<file path="config.mk">
export PLATFORM = sky130hd
export DESIGN_NAME = vga_image_writer_flat
export DESIGN_NICKNAME = d
export VERILOG_FILES = /design/src/rtl/vga_image_writer_if.sv /design/src/rtl/vga_image_writer.sv /design/src/flat_wrapper.sv
export SDC_FILE = /design/constraint.sdc
export NUM_CORES = 1
export LEC_CHECK = 0
export BUFFER_PORTS_ARGS = -buffer_cell sky130_fd_sc_hd__buf_2
export CAP_MARGIN = 5
export CORE_ASPECT_RATIO = 0.75
export CORE_MARGIN = 2
export CORE_UTILIZATION = 50
export CTS_CLUSTER_DIAMETER = 40
export CTS_CLUSTER_SIZE = 14
export DETAILED_ROUTE_END_ITERATION = 10
export PLACE_DENSITY = 0.71
export SKIP_LAST_GASP = 1
export SLEW_MARGIN = 20
export SYNTH_ARGS = -nofsm -noshare
export SYNTH_HDL_FRONTEND = slang
export SYNTH_SLANG_ARGS = --single-unit
</file>
<file path="constraint.sdc">
create_clock -name clock -period 1.9 [get_ports clock]
set_input_delay 0.285 -clock clock [delete_from_list [all_inputs] [get_ports clock]]
set_output_delay 0.285 -clock clock [all_outputs]
set_load 0.01 [all_outputs]
</file>
<file path="src/rtl/vga_image_writer_if.sv">
// ============================================================================
// Module      : vga_image_writer_if
// Description : Pixel-stream handshake and memory-write bus for the image loader.
// Revision    : 1.0 - initial release
// ============================================================================
`default_nettype none

interface vga_image_writer_if #(
  parameter int DATA_W = 8
);
  logic              start;
  logic [DATA_W-1:0] pixel_data;
  logic              pixel_valid;
  logic              pixel_ready;
  logic [16:0]       mem_address;
  logic [DATA_W-1:0] mem_data;
  logic              mem_wren;
  logic [1:0]        image_index;
  logic [7:0]        col;
  logic [7:0]        row;
  logic              busy;
  logic              done;

  modport master (
    output start, pixel_data, pixel_valid,
    input  pixel_ready, mem_address, mem_data, mem_wren,
    input  image_index, col, row, busy, done
  );

  modport slave (
    input  start, pixel_data, pixel_valid,
    output pixel_ready, mem_address, mem_data, mem_wren,
    output image_index, col, row, busy, done
  );
endinterface

`default_nettype wire

</file>
<file path="src/rtl/vga_image_writer.sv">
// ============================================================================
// Module      : vga_image_writer
// Description : Streams NUM_IMG raster images into VGA memory, then blanks one word.
// Revision    : 1.0 - initial release
// ============================================================================
`default_nettype none

module vga_image_writer #(
  parameter int          IMG_W      = 150,
  parameter int          IMG_H      = 150,
  parameter int          NUM_IMG    = 3,
  parameter int          DATA_W     = 8,
  parameter logic [16:0] BLANK_ADDR = 17'h107AC
) (
  input  logic              clock,
  input  logic              reset,
  vga_image_writer_if.slave bus
);

  typedef enum logic [1:0] {
    S_IDLE  = 2'd0,
    S_WRITE = 2'd1,
    S_BLANK = 2'd2,
    S_DONE  = 2'd3
  } state_t;

  localparam logic [7:0] c_last_col = 8'(IMG_W - 1);
  localparam logic [7:0] c_last_row = 8'(IMG_H - 1);
  localparam logic [1:0] c_last_img = 2'(NUM_IMG - 1);

  state_t            r_state;
  logic [7:0]        r_col;
  logic [7:0]        r_row;
  logic [1:0]        r_img;
  logic [16:0]       r_lin;
  logic [16:0]       r_mem_address;
  logic [DATA_W-1:0] r_mem_data;
  logic              r_mem_wren;
  logic              r_pixel_ready;
  logic              r_busy;
  logic              r_done;

  logic w_accept;
  logic w_last_col;
  logic w_last_row;
  logic w_last_pixel;

  assign w_accept     = bus.pixel_valid & r_pixel_ready;
  assign w_last_col   = (r_col == c_last_col);
  assign w_last_row   = (r_row == c_last_row);
  assign w_last_pixel = w_last_col & w_last_row & (r_img == c_last_img);

  always_ff @(posedge clock or posedge reset) begin
    if (reset) begin
      r_state       <= S_IDLE;
      r_col         <= '0;
      r_row         <= '0;
      r_img         <= '0;
      r_lin         <= '0;
      r_mem_address <= '0;
      r_mem_data    <= '0;
      r_mem_wren    <= 1'b0;
      r_pixel_ready <= 1'b0;
      r_busy        <= 1'b0;
      r_done        <= 1'b0;
    end else begin
      r_mem_wren <= 1'b0;
      r_done     <= 1'b0;
      case (r_state)
        S_IDLE: begin
          if (bus.start) begin
            r_state       <= S_WRITE;
            r_col         <= '0;
            r_row         <= '0;
            r_img         <= '0;
            r_lin         <= '0;
            r_pixel_ready <= 1'b1;
            r_busy        <= 1'b1;
          end
        end
        S_WRITE: begin
          if (w_accept) begin
            // The linear counter tracks img*W*H + row*W + col without a multiplier.
            r_mem_wren    <= 1'b1;
            r_mem_address <= r_lin;
            r_mem_data    <= bus.pixel_data;
            if (w_last_pixel) begin
              r_state       <= S_BLANK;
              r_pixel_ready <= 1'b0;
            end else begin
              r_lin <= r_lin + 17'd1;
              if (w_last_col) begin
                r_col <= '0;
                if (w_last_row) begin
                  r_row <= '0;
                  r_img <= r_img + 2'd1;
                end else begin
                  r_row <= r_row + 8'd1;
                end
              end else begin
                r_col <= r_col + 8'd1;
              end
            end
          end
        end
        S_BLANK: begin
          r_mem_wren    <= 1'b1;
          r_mem_address <= BLANK_ADDR;
          r_mem_data    <= '0;
          r_busy        <= 1'b0;
          r_state       <= S_DONE;
        end
        S_DONE: begin
          r_done  <= 1'b1;
          r_col   <= '0;
          r_row   <= '0;
          r_img   <= '0;
          r_lin   <= '0;
          r_state <= S_IDLE;
        end
        default: r_state <= S_IDLE;
      endcase
    end
  end

  assign bus.pixel_ready = r_pixel_ready;
  assign bus.mem_address = r_mem_address;
  assign bus.mem_data    = r_mem_data;
  assign bus.mem_wren    = r_mem_wren;
  assign bus.image_index = r_img;
  assign bus.col         = r_col;
  assign bus.row         = r_row;
  assign bus.busy        = r_busy;
  assign bus.done        = r_done;

endmodule

`default_nettype wire
</file>
<file path="src/flat_wrapper.sv">
// flat-port wrapper written by rule: the top's interface ports become plain ports
module vga_image_writer_flat 
#(
  parameter int          IMG_W      = 150,
  parameter int          IMG_H      = 150,
  parameter int          NUM_IMG    = 3,
  parameter int          DATA_W     = 8,
  parameter logic [16:0] BLANK_ADDR = 17'h107AC
)
  (clock, reset, bus_start, bus_pixel_data, bus_pixel_valid, bus_pixel_ready, bus_mem_address, bus_mem_data, bus_mem_wren, bus_image_index, bus_col, bus_row, bus_busy, bus_done);
  vga_image_writer_if #(.DATA_W(DATA_W)) bus_i ();
  input  logic clock;
  input  logic reset;
  input wire logic [$bits(bus_i.start)-1:0] bus_start;
  input wire logic [$bits(bus_i.pixel_data)-1:0] bus_pixel_data;
  input wire logic [$bits(bus_i.pixel_valid)-1:0] bus_pixel_valid;
  output wire logic [$bits(bus_i.pixel_ready)-1:0] bus_pixel_ready;
  output wire logic [$bits(bus_i.mem_address)-1:0] bus_mem_address;
  output wire logic [$bits(bus_i.mem_data)-1:0] bus_mem_data;
  output wire logic [$bits(bus_i.mem_wren)-1:0] bus_mem_wren;
  output wire logic [$bits(bus_i.image_index)-1:0] bus_image_index;
  output wire logic [$bits(bus_i.col)-1:0] bus_col;
  output wire logic [$bits(bus_i.row)-1:0] bus_row;
  output wire logic [$bits(bus_i.busy)-1:0] bus_busy;
  output wire logic [$bits(bus_i.done)-1:0] bus_done;
  assign bus_i.start = bus_start;
  assign bus_i.pixel_data = bus_pixel_data;
  assign bus_i.pixel_valid = bus_pixel_valid;
  assign bus_pixel_ready = bus_i.pixel_ready;
  assign bus_mem_address = bus_i.mem_address;
  assign bus_mem_data = bus_i.mem_data;
  assign bus_mem_wren = bus_i.mem_wren;
  assign bus_image_index = bus_i.image_index;
  assign bus_col = bus_i.col;
  assign bus_row = bus_i.row;
  assign bus_busy = bus_i.busy;
  assign bus_done = bus_i.done;
  vga_image_writer #(.IMG_W(IMG_W), .IMG_H(IMG_H), .NUM_IMG(NUM_IMG), .DATA_W(DATA_W), .BLANK_ADDR(BLANK_ADDR)) u_core (.clock(clock), .reset(reset), .bus(bus_i));
endmodule
</file>
==> metrics.md <==
| Metric | Value |
|---|---|
| Fin. Hold Viols | 0 |
| DR pass1 iterations | 5 |
| Worst slack at placement | -255 ps |
| Final worst path period share | 110% |
| Leakage | 2.28 nW |
| Vias in the first global route | 3153 |
| Drt drc | 0 |
| Final setup fails | 47 |
| Clock root cell | clkbuf_8 |
| Post-Synth XOR/XNOR Area | 0% |
| Largest family of logic cells by synthesized area | compound AO/OA/AOI/OAI gates |
| Initial antenna violation count | 0 |
| Via-per-instance ratio | 6.16 |
| Finished Cell Area | 4920 µm² |
| Area growth syn-to-layout | 44.9% |
| Top delay family on crit path | simple AND/OR/NAND/NOR gates |
| Async S/R FF share, synth | 100% |
| Hold crit path type | primary input to flip-flop |
| VDD IR max | 0.000630 V |
| Layout cell share with drive strength beyond 1 | 45.5% |
| Final HPWL DP | 6020 µm |
| WP depth | 7 |
| Post-detailed-route count of antenna-violating nets | 0 |
| Fin util | 76.3% |
| Mapped Area | 3400 µm² |
| Setup ws final | -191 ps |
| Iter 0 DRT Violations | 264 |
| Skew-Pair Late Insertion Delay | 350 ps |
| Dominant cell type by area after synthesis | dfrtp_1 |
| Site row count | 25 |
| Fin crit period | 2090 ps |
| Skew final | 6.64 ps |
| Status | complete, but fails checks |
| Floorplan core area | 6440 µm² |
| EDFF count, synth | 0 |
| Grt ovf | 0 |
| Clock power frac | 21.0% |
| Chip width | 99.2 µm |
| Least-Margin Pin Slew | 765 ps |
| GRT Util Overall | 27.0% |
| Max-slew violation count | 0 |
| Register-to-Register Path Depth | 7 |
| WL met2 | 4860 µm |
| Comb power frac | 50.8% |
| CTS Sinks | 66 |
| Cells on Worst Hold Path | 2 |
| Nets | 486 |
| Commonest non-fill, non-tap cell in the layout | buf_4 |
| DP Area | 4150 µm² |
| Largest net degree at the start of global routing | 35 |
| Final Total Pwr | 0.00643 W |
| Top-area cell type share of the netlist area | 48.6% |
| Gpl congestion | 0.872 |
| Worst stage delay on the critical path | 580 ps |
| Critical Path RT | 2140 ps |
| Post-synthesis compound-gate area fraction | 20.4% |
| Port buffer count | 58 |
| Routed WL per cell | 19.1 µm |
| Worst Path Buf+Inv | 1 |
| Startpoint Class | flip-flop |
| Synth Register Bits | 66 |
| First-pass GRT wire length | 15600 µm |
| Warning count from the yosys run | 0 |
| Cell Int Power | 0.00382 W |
| I/O pin count | 59 |
| Synth area leaders | dfrtp_1 (49%), a22o_1 (5.2%), ha_1 (4.1%) |
| Flop pwr share | 28.2% |
| Critical Path AT | 2340 ps |
| DR top layer | met4 |
| Most frequent cells in the layout | buf_4 (69), dfrtp_1 (66), buf_2 (59), nand2_1 (24), a22o_1 (20) |
| Primary FF master, synth | dfrtp_1 |
| Mean Syn Cell Area | 10.2 µm² |
| Max-slew headroom | 49.0% |
| Die height | 75.4 µm |
| Net Sw Frac | 40.6% |
| Pwr dens | 1310 nW/µm² |
| Achievable Freq | 478 MHz |
| Vias | 3383 |
| Met3 Wirelength | 760 µm |
| Worst Path Class, Setup | flip-flop to flip-flop |
| Mapped Nets | 356 |
| Starting Density | 52.7% |
| Crit path capture type | flip-flop |
| Sequential share of the synthesized area | 48.6% |
| Final wirelength | 10500 µm |
| Diodes inserted | 0 |
| Unique masters post-synth | 53 |
| Post-Synth Simple-Gate Area | 18.5% |
| Wire length on met1 | 4590 µm |
| Full die area | 7470 µm² |
| Post-Syn Instances | 333 |
| Post-synthesis mux area share | 4.05% |
| RSZ-0062 raised after global routing | true |
| Clock slew at the register clock pins of the worst setup and hold paths | 80 ps |
| TritonCTS clock tree | yes |
| Adder-cell share of the synthesized area | 4.05% |
| Crit path max fanout | 2 |
| CTS buffer count | 9 |
| Max stage delay cell, worst path | or4_4 |
| Crit-path cells | inv_2 > ha_4 > nand4bb_4 > or4_4 > o21ai_2 > nand2b_1 > mux2_4 |
| Max H-tree Level | 3 |
| Net Switching | 0.00261 W |
| Max-cap violations | 0 |
| Failing checks | negative setup slack |
| Clk buf depth | 2 |
| Hold slack | 151 ps |
## per-stage QoR
step	instances	setup TNS [ps]
floorplan	333	-1010
global placement	506	-1800
detailed placement	506	-3960
CTS	543	-2840
global route	549	-7670
finish	549	-3070
## cells by family (layout without fill, tap and decap cells)
kind of cell               count (synthesis)  in the layout
AOI/OAI and AO/OA                         96             96
adders and majority gates                 11             11
DFF                                       66             66
and+or+nand+nor                          113            113
buffers and inverters                     34            169
muxes                                     13             13
## power groups by stage
| stage | combinational [W] | sequential (W) | clock, W |
|---|---|---|---|
| after floorplan | 0.00137 | 0.00196 | 0 |
| after global placement | 0.00243 | 0.00182 | 0 |
| after detailed placement | 0.00249 | 0.00183 | 0 |
| after CTS | 0.00279 | 0.00181 | 0.00136 |
| after global routing | 0.00348 | 0.00184 | 0.00142 |
| final | 0.00327 | 0.00181 | 0.00135 |
## flip-flops by register name, indices dropped and copies added, names as in the netlist
| name | cells |
|---|---|
| u_core.bus.busy | 1 |
| u_core.bus.mem_data | 8 |
| u_core.bus.col | 8 |
| u_core.r_lin | 17 |
| u_core.bus.mem_address | 17 |
| u_core.r_state | 2 |
| u_core.bus.done | 1 |
| u_core.bus.image_index | 2 |
| u_core.bus.mem_wren | 1 |
| u_core.bus.pixel_ready | 1 |
| u_core.bus.row | 8 |
## cells in the mapped netlist (3+ instances only)
master / number
nor2_1: 13
inv_1: 14
buf_2: 4
clkbuf_1: 13
nand2_1: 26
a22o_1: 20
nand3_1: 17
a31oi_1: 4
dfrtp_1: 66
and2_1: 3
o21ai_0: 18
nand4_1: 11
a211o_1: 3
ha_1: 11
or3_1: 3
nor3_1: 9
a21oi_1: 13
o31ai_1: 5
nor4_1: 8
and3_1: 7
o21ai_1: 4
mux2i_1: 10
o22a_1: 8
## metal layers
layer / vias up / GRT usage, %
li1: 1514 / -
met1: 1674 / 37.5
met2: 167 / 42.6
met3: 28 / 6.42
met4: 0 / 8.83
met5: - / 0
## layout make-up
class | instances | area, µm²
multi-input cells | 233 | 1930
flip-flops and latches | 66 | 1650
fillers | 409 | 1520
repair buffers | 139 | 957
clock buffers | 9 | 124
clock inverters | 7 | 101
well taps | 81 | 101
inverters | 14 | 56.3
## repair_timing
action / CTS / global route
resized for setup: 46 / 31
cloned: 1 / 1
hold buffers: 1 / 0
setup buffers: 20 / 5
endpoints found under the setup margin: 63 / 63
hold endpoints to repair: 16 / 0
pin swaps: 19 / 11
## final timing paths
path,from,to,slack [ps]
setup / recovery,u_core.bus.col[1]$_DFFE_PP0P_,u_core.r_state[1]$_DFFE_PP0P_,-190
hold / removal,bus_pixel_data[7],u_core.bus.mem_data[7]$_DFFE_PP0P_,150
setup reg to reg,u_core.bus.col[1]$_DFFE_PP0P_,u_core.r_state[1]$_DFFE_PP0P_,-190
hold reg to reg,u_core.bus.mem_address[11]$_DFFE_PP0P_,u_core.bus.mem_address[11]$_DFFE_PP0P_,500
max in group asynchronous,reset,u_core.bus.mem_data[0]$_DFFE_PP0P_,870
min in group asynchronous,reset,u_core.bus.mem_address[15]$_DFFE_PP0P_,490
(Power assumes the default switching activity.)
